File: config.mk
export PLATFORM = sky130hd
export DESIGN_NAME = tm1637_rx
export DESIGN_NICKNAME = d
export VERILOG_FILES = /design/src/rtl/tm1637_pkg.sv /design/src/rtl/tm1637_line_sync.sv /design/src/rtl/tm1637_rx.sv
export SDC_FILE = /design/constraint.sdc
export NUM_CORES = 1
export LEC_CHECK = 0
export CAP_MARGIN = 20
export CORE_MARGIN = 5
export CORE_UTILIZATION = 40
export DETAILED_ROUTE_END_ITERATION = 12
export MAX_ROUTING_LAYER = met4
export PLACE_DENSITY = 0.6
export SYNTH_ARGS = -nofsm -noshare
export SYNTH_HDL_FRONTEND = slang
export SYNTH_SLANG_ARGS = --single-unit
File: constraint.sdc
create_clock -name clk -period 5 [get_ports clk]
set_input_delay 0.5 -clock clk [delete_from_list [all_inputs] [get_ports clk]]
set_output_delay 0.5 -clock clk [all_outputs]
set_load 0.005 [all_outputs]
File: src/rtl/tm1637_pkg.sv
// rtl/tm1637_pkg.sv - shared FSM state, command field constants and 7-segment codes
// for the TM1637 responder.
package tm1637_pkg;

  typedef enum logic [2:0] {
    ST_IDLE,
    ST_CMD,
    ST_DATA,
    ST_ACK,
    ST_WAIT_STOP
  } rx_state_t;

  localparam logic [1:0] CMD_NONE = 2'b00;
  localparam logic [1:0] CMD_DATA = 2'b01;
  localparam logic [1:0] CMD_CTRL = 2'b10;
  localparam logic [1:0] CMD_ADDR = 2'b11;
  localparam int DATA_FIXED_BIT = 2;
  localparam int DATA_KEY_BIT   = 1;
  localparam int CTRL_ON_BIT    = 3;

  localparam logic [7:0] SEG_0 = 8'h3F;
  localparam logic [7:0] SEG_1 = 8'h06;
  localparam logic [7:0] SEG_2 = 8'h5B;
  localparam logic [7:0] SEG_3 = 8'h4F;
  localparam logic [7:0] SEG_4 = 8'h66;
  localparam logic [7:0] SEG_5 = 8'h6D;
  localparam logic [7:0] SEG_6 = 8'h7D;
  localparam logic [7:0] SEG_7 = 8'h07;
  localparam logic [7:0] SEG_8 = 8'h7F;
  localparam logic [7:0] SEG_9 = 8'h6F;
  localparam logic [7:0] SEG_A = 8'h77;
  localparam logic [7:0] SEG_B = 8'h7C;
  localparam logic [7:0] SEG_C = 8'h39;
  localparam logic [7:0] SEG_D = 8'h5E;
  localparam logic [7:0] SEG_E = 8'h79;
  localparam logic [7:0] SEG_F = 8'h71;

  // Same hex-digit glyph table the initiator drives onto the bus.
  function automatic logic [7:0] seg_encode(input logic [3:0] nib);
    logic [7:0] s;
    s = SEG_0;
    case (nib)
      4'h0: s = SEG_0;
      4'h1: s = SEG_1;
      4'h2: s = SEG_2;
      4'h3: s = SEG_3;
      4'h4: s = SEG_4;
      4'h5: s = SEG_5;
      4'h6: s = SEG_6;
      4'h7: s = SEG_7;
      4'h8: s = SEG_8;
      4'h9: s = SEG_9;
      4'hA: s = SEG_A;
      4'hB: s = SEG_B;
      4'hC: s = SEG_C;
      4'hD: s = SEG_D;
      4'hE: s = SEG_E;
      default: s = SEG_F;
    endcase
    return s;
  endfunction

endpackage

File: src/rtl/tm1637_line_sync.sv
// rtl/tm1637_line_sync.sv - pad synchroniser for one bus line; with
// TM1637_RX_GLITCH_FILTER_EN a 3-sample agreement filter follows it.
module tm1637_line_sync #(
  parameter int SYNC_STAGES = 2
) (
  input  logic clk,
  input  logic rst,
  input  logic line_in,
  output logic line_out
);

  logic [SYNC_STAGES-1:0] sync_q;

  always_ff @(posedge clk) begin
    if (!rst) begin
      sync_q <= '1;
    end else begin
      sync_q <= {sync_q[SYNC_STAGES-2:0], line_in};
    end
  end

`ifdef TM1637_RX_GLITCH_FILTER_EN
  logic [1:0] hist_q;
  logic       held_q;
  logic       agree;

  // New level passes only once it has been seen on three consecutive clocks.
  assign agree    = (sync_q[SYNC_STAGES-1] == hist_q[0]) && (hist_q[0] == hist_q[1]);
  assign line_out = agree ? sync_q[SYNC_STAGES-1] : held_q;

  always_ff @(posedge clk) begin
    if (!rst) begin
      hist_q <= 2'b11;
      held_q <= 1'b1;
    end else begin
      hist_q <= {hist_q[0], sync_q[SYNC_STAGES-1]};
      held_q <= line_out;
    end
  end
`else
  assign line_out = sync_q[SYNC_STAGES-1];
`endif

endmodule

File: src/rtl/tm1637_rx.sv
// rtl/tm1637_rx.sv - TM1637 bus responder: start/stop detect, LSB-first byte
// capture with ACK, command decode into digit registers. Option: TM1637_RX_GLITCH_FILTER_EN.
module tm1637_rx #(
  parameter int NUM_DIGITS  = 6,
  parameter int SYNC_STAGES = 2
) (
  input  logic                    clk,
  input  logic                    rst,
  input  logic                    scl_in,
  input  logic                    sda_in,
  output logic                    sda_en,
  output logic                    sda_out,
  output logic [8*NUM_DIGITS-1:0] seg_data,
  output logic                    disp_on,
  output logic [2:0]              brightness,
  output logic                    frame_done,
  output logic                    addr_err,
  output logic                    busy
);

  import tm1637_pkg::*;

  localparam logic [3:0] DIGITS_LIM = 4'(NUM_DIGITS);

  logic scl, sda, scl_prev, sda_prev;
  logic start_evt, stop_evt, scl_rise, scl_fall;

  tm1637_line_sync #(.SYNC_STAGES(SYNC_STAGES)) u_scl_sync (
    .clk      (clk),
    .rst      (rst),
    .line_in  (scl_in),
    .line_out (scl)
  );

  tm1637_line_sync #(.SYNC_STAGES(SYNC_STAGES)) u_sda_sync (
    .clk      (clk),
    .rst      (rst),
    .line_in  (sda_in),
    .line_out (sda)
  );

  assign start_evt = scl && scl_prev && sda_prev && !sda;
  assign stop_evt  = scl && scl_prev && !sda_prev && sda;
  assign scl_rise  = scl && !scl_prev;
  assign scl_fall  = !scl && scl_prev;

  rx_state_t  state;
  logic [7:0] shreg;
  logic [3:0] bit_cnt;
  logic       is_cmd;
  logic       ack_high;
  logic [2:0] addr;
  logic       fixed_mode;
  logic       got_byte;
  logic [7:0] digit_q [NUM_DIGITS];

  assign sda_out = 1'b0;

  for (genvar g = 0; g < NUM_DIGITS; g++) begin : g_seg
    assign seg_data[8*g +: 8] = digit_q[g];
  end

  always_ff @(posedge clk) begin
    if (!rst) begin
      scl_prev <= 1'b1;
      sda_prev <= 1'b1;
    end else begin
      scl_prev <= scl;
      sda_prev <= sda;
    end
  end

  always_ff @(posedge clk) begin
    if (!rst) begin
      state      <= ST_IDLE;
      shreg      <= '0;
      bit_cnt    <= '0;
      is_cmd     <= 1'b0;
      ack_high   <= 1'b0;
      addr       <= '0;
      fixed_mode <= 1'b0;
      got_byte   <= 1'b0;
      sda_en     <= 1'b0;
      disp_on    <= 1'b0;
      brightness <= '0;
      frame_done <= 1'b0;
      addr_err   <= 1'b0;
      busy       <= 1'b0;
      for (int i = 0; i < NUM_DIGITS; i++) digit_q[i] <= '0;
    end else begin
      frame_done <= 1'b0;
      if (stop_evt) begin
        state      <= ST_IDLE;
        sda_en     <= 1'b0;
        busy       <= 1'b0;
        frame_done <= got_byte;
        got_byte   <= 1'b0;
      end else if (start_evt) begin
        // Repeated start lands here too and throws away any partial byte.
        state   <= ST_CMD;
        bit_cnt <= '0;
        sda_en  <= 1'b0;
        busy    <= 1'b1;
      end else begin
        case (state)
          ST_CMD, ST_DATA: begin
            if (scl_rise && bit_cnt != 4'd8) begin
              shreg   <= {sda, shreg[7:1]};
              bit_cnt <= bit_cnt + 4'd1;
            end else if (scl_fall && bit_cnt == 4'd8) begin
              bit_cnt <= '0;
              if (state == ST_CMD && shreg[7:6] == CMD_NONE) begin
                state <= ST_WAIT_STOP;
              end else begin
                sda_en   <= 1'b1;
                ack_high <= 1'b0;
                is_cmd   <= (state == ST_CMD);
                state    <= ST_ACK;
              end
            end
          end
          ST_ACK: begin
            if (scl_rise) begin
              ack_high <= 1'b1;
            end else if (scl_fall && ack_high) begin
              sda_en   <= 1'b0;
              got_byte <= 1'b1;
              if (is_cmd) begin
                state <= ST_WAIT_STOP;
                case (shreg[7:6])
                  CMD_DATA: fixed_mode <= shreg[DATA_FIXED_BIT];
                  CMD_ADDR: begin
                    addr     <= shreg[2:0];
                    addr_err <= 1'b0;
                    state    <= ST_DATA;
                  end
                  CMD_CTRL: begin
                    disp_on    <= shreg[CTRL_ON_BIT];
                    brightness <= shreg[2:0];
                  end
                  default: ;
                endcase
              end else begin
                state <= ST_DATA;
                if ({1'b0, addr} < DIGITS_LIM) begin
                  for (int i = 0; i < NUM_DIGITS; i++) begin
                    if (addr == i[2:0]) digit_q[i] <= shreg;
                  end
                end else begin
                  addr_err <= 1'b1;
                end
                if (!fixed_mode) addr <= addr + 3'd1;
              end
            end
          end
          default: ;
        endcase
      end
    end
  end

endmodule

==> impl_results.md <==
* Number of global-route vias before repair at approximately 2400
* Post-CTS sizing at 0
* Unrepaired setup endpoints after global routing: false
* Crit start category: input port
* Tot Pwr at ~1.4 mW
* Diodes inserted at 0
* Worst hold start: u_sda_sync.sync_q[0]
* R2R Path Start: bit_cnt[0]
* Clk Latency, worst-skew pair at ~350 ps
* I/O pin count at 61
* Max-cap violations at 0
* Routed wire per std cell at roughly 16 um
* Max clock buf depth at 2
* Placed cell areas at 4290 um^2
* Ys Warns at 0
* Layout cells sized above 1 at a little under 7%
* Util after Layout at between 50 and 60%
* Number of enable flip-flop cells after synthesis at 48
* FF-to-FF setup slack at 2860 ps
* Core Area at just under 9000 um^2
* GRT Residual Overflow at 0
* Final setup TNS at 0 ps
* Total GRT Usage at 14.9%
* Final min period at around 2500 ps
* RR Endpoint: shreg[6]
* GPL Wtd Cong at ~0.86
* Die X at around 110 um
* Endpoints failing setup at 0
* Setup bufs post-CTS at 0
* FF+latch count, synth at between 80 and 90
* Post-Syn Instances at approximately 310
* Die ar. at 11100 um^2
* Final WS setup at 2510 ps
* Iter 0 DRT Violations at between 100 and 150
* Pins Over Slew Limit at 0
* TritonCTS clock tree: yes
* Final ANT Viol Nets at 0
* Worst min-delay path endpoint: u_sda_sync.sync_q[1]
* Residual DRC at 0
* Drt pass-1 iters at 4
* CP Data Required Time at 5220 ps
* Worst Path Arrival at 2710 ps
* Net count after synthesis at between 300 and 400
* P&R area growth vs syn at 26.1%
* Vias per cell at 5.15
* Period utilization at 49.8%
* NumNets Final at between 300 and 400
* Crit. Startpoint: rst
* Register area share after synthesis at between 50% and 60%
* Routed vias at roughly 2500
* Hpwl dp at ~5500 um
* Cell Area, Synth at 3620 um^2
* Die Span Y at between 100 and 150 um
* Final wirelength at between 7000 and 8000 um
* Main synth FF type: edfxtp_1
* Slew of the pin with the lowest slew margin at between 900 and 1000 ps
* Worst vdd ir at about 140 uV
* Fmax at 401 MHz
* H-tree levels at 3
* Number of placement rows at 34
* Worst-case reg-to-reg path depth at 6
* Port Buffers at between 50 and 60
* Setup CP Type: input port to flop
* Register area at about 2200 um^2
* Total CTS buffers at 9
* Final Hold Vio Count at 0
* Synth top area cells: edfxtp_1, dfxtp_1, and2_1
* Reg clk slew, reported paths at around 80 ps
* CTS Sinks at between 80 and 90
* Crit-path max FO at 24
* Clock Skew at about 11 ps
* Final instance area at between 4000 and 5000 um^2
* Nature of the critical path endpoint: flop
* Unique masters post-synth at 48
* Multi-input gate area in the final layout at about 1300 um^2
* Synth area leader: edfxtp_1
* Clk root buf: clkbuf_8
* Lkg Pwr at about 1.7 nW
* Slew margin rel. at a little under two fifths
* First-pass GRT wire length at around 13000 um
* Initial Util at about two fifths
* DP Worst Slack at approximately 2100 ps
* Hold-fix buffers, CTS at 0
* Post-synth ARST share at 0%
* Pwr dens at 315 nW/um^2
* Top cell type's share of synthesized area at 39.8%
* Initial antenna violation count at 0
* Mean Syn Cell Area at approximately 12 um^2
* Hold WC Path Type: flop to flop
* Largest net degree at the start of global routing at 25
* Hold depth at 1
* Status: complete, no violations
* Fill count at just under 800
-- layer usage --
layer | track usage (%) | vias to the layer above | part of all wire [%]
li1 | - | 1215 | -
met1 | 19.0 | 1200 | 47
met2 | 23.4 | 56 | 47
met3 | 2.90 | 13 | 3.9
met4 | 5.66 | 0 | 1.9
met5 | - | - | 0
-- worst max path at each step --
stage | to | slack (ps) | depth (start not counted)
after floorplan | digit_q[3][0] | 2760 | 4
after detailed placement | digit_q[4][5] | 2140 | 4
final | digit_q[4][5] | 2510 | 4
after global routing | digit_q[4][7] | 2300 | 4
after CTS | digit_q[4][7] | 2500 | 4
after global placement | digit_q[1][6] | 2260 | 4
-- final cells by class --
class	instances	area share [%]
well taps	108	2.96
flip-flops and latches	84	47.4
clock buffers	11	2.88
multi-input cells	197	29.4
clock inverters	5	2.71
repair buffers	65	13.7
inverters	12	0.987
-- flip-flops by register name, summed over array words and instances, names as in the netlist --
| name | cells |
|---|---|
| brightness | 3 |
| addr | 3 |
| frame_done | 1 |
| u_scl_sync.sync_q | 2 |
| bit_cnt | 4 |
| u_sda_sync.sync_q | 2 |
| fixed_mode | 1 |
| got_byte | 1 |
| scl_prev | 1 |
| digit_q | 48 |
| state | 3 |
| sda_en | 1 |
| addr_err | 1 |
| sda_prev | 1 |
| ack_high | 1 |
| disp_on | 1 |
| shreg | 8 |
| busy | 1 |
| is_cmd | 1 |
-- cells by family (layout without fill, tap and decap cells) --
group,after synthesis,count (layout),share of synthesized area [%]
buffers and inverters,26,93,3.21
multiplexers,18,18,4.98
AND/OR/NAND/NOR,132,132,21.6
XOR/XNOR,2,2,0.484
flip-flops,84,84,59.7
AO/OA/AOI/OAI,37,37,7.46
adder cells (fa/ha/maj),7,7,2.42
other,1,1,0.104
-- worst max-delay path, stage by stage --
cell             delay [ps]
clkdlybuf4s50_1        1050
nand3_2                 360
nor3_1                  570
and2_1                  210
-- cell usage in the layout (no fill, tap or decap), types with 3 or more instances in the layout --
cell / instances
bufinv_16: 4
mux2i_1: 18
nand3b_1: 4
nor2b_1: 7
nand2b_1: 7
nand2_1: 10
nor4_1: 5
ha_1: 7
dfxtp_1: 36
nor3_1: 7
clkdlybuf4s50_1: 59
nand4_1: 3
inv_1: 11
and2_1: 44
clkbuf_8: 9
nand3_1: 8
nor2_1: 24
edfxtp_1: 48
buf_2: 4
a21oi_1: 6
o21ai_0: 12
o31ai_1: 4
-- stage by stage --
stage,instances,hold slack [ps]
after floorplan,307,386
after global placement,461,391
after detailed placement,463,393
after CTS,479,410
after global routing,482,430
final,482,406
-- synthesized netlist by cell type, types with 5 or more instances --
| library cell | n |
|---|---|
| edfxtp_1 | 48 |
| and2_1 | 44 |
| dfxtp_1 | 36 |
| nor2_1 | 24 |
| mux2i_1 | 18 |
| o21ai_0 | 12 |
| inv_1 | 11 |
| nand2_1 | 10 |
| nand3_1 | 8 |
| clkbuf_1 | 7 |
| ha_1 | 7 |
| nand2b_1 | 7 |
| nor2b_1 | 7 |
| nor3_1 | 7 |
| a21oi_1 | 6 |
| nor4_1 | 5 |
-- power breakdown --
group / total [mW] / leakage [nW] / internal (mW) / switching (mW)
Clock: 0.614 / 0.125 / 0.381 / 0.232
Combinational: 0.0714 / 0.745 / 0.0379 / 0.0336
Sequential: 0.755 / 0.787 / 0.745 / 0.00955
No activity file was read; power rests on OpenSTA's default activity.
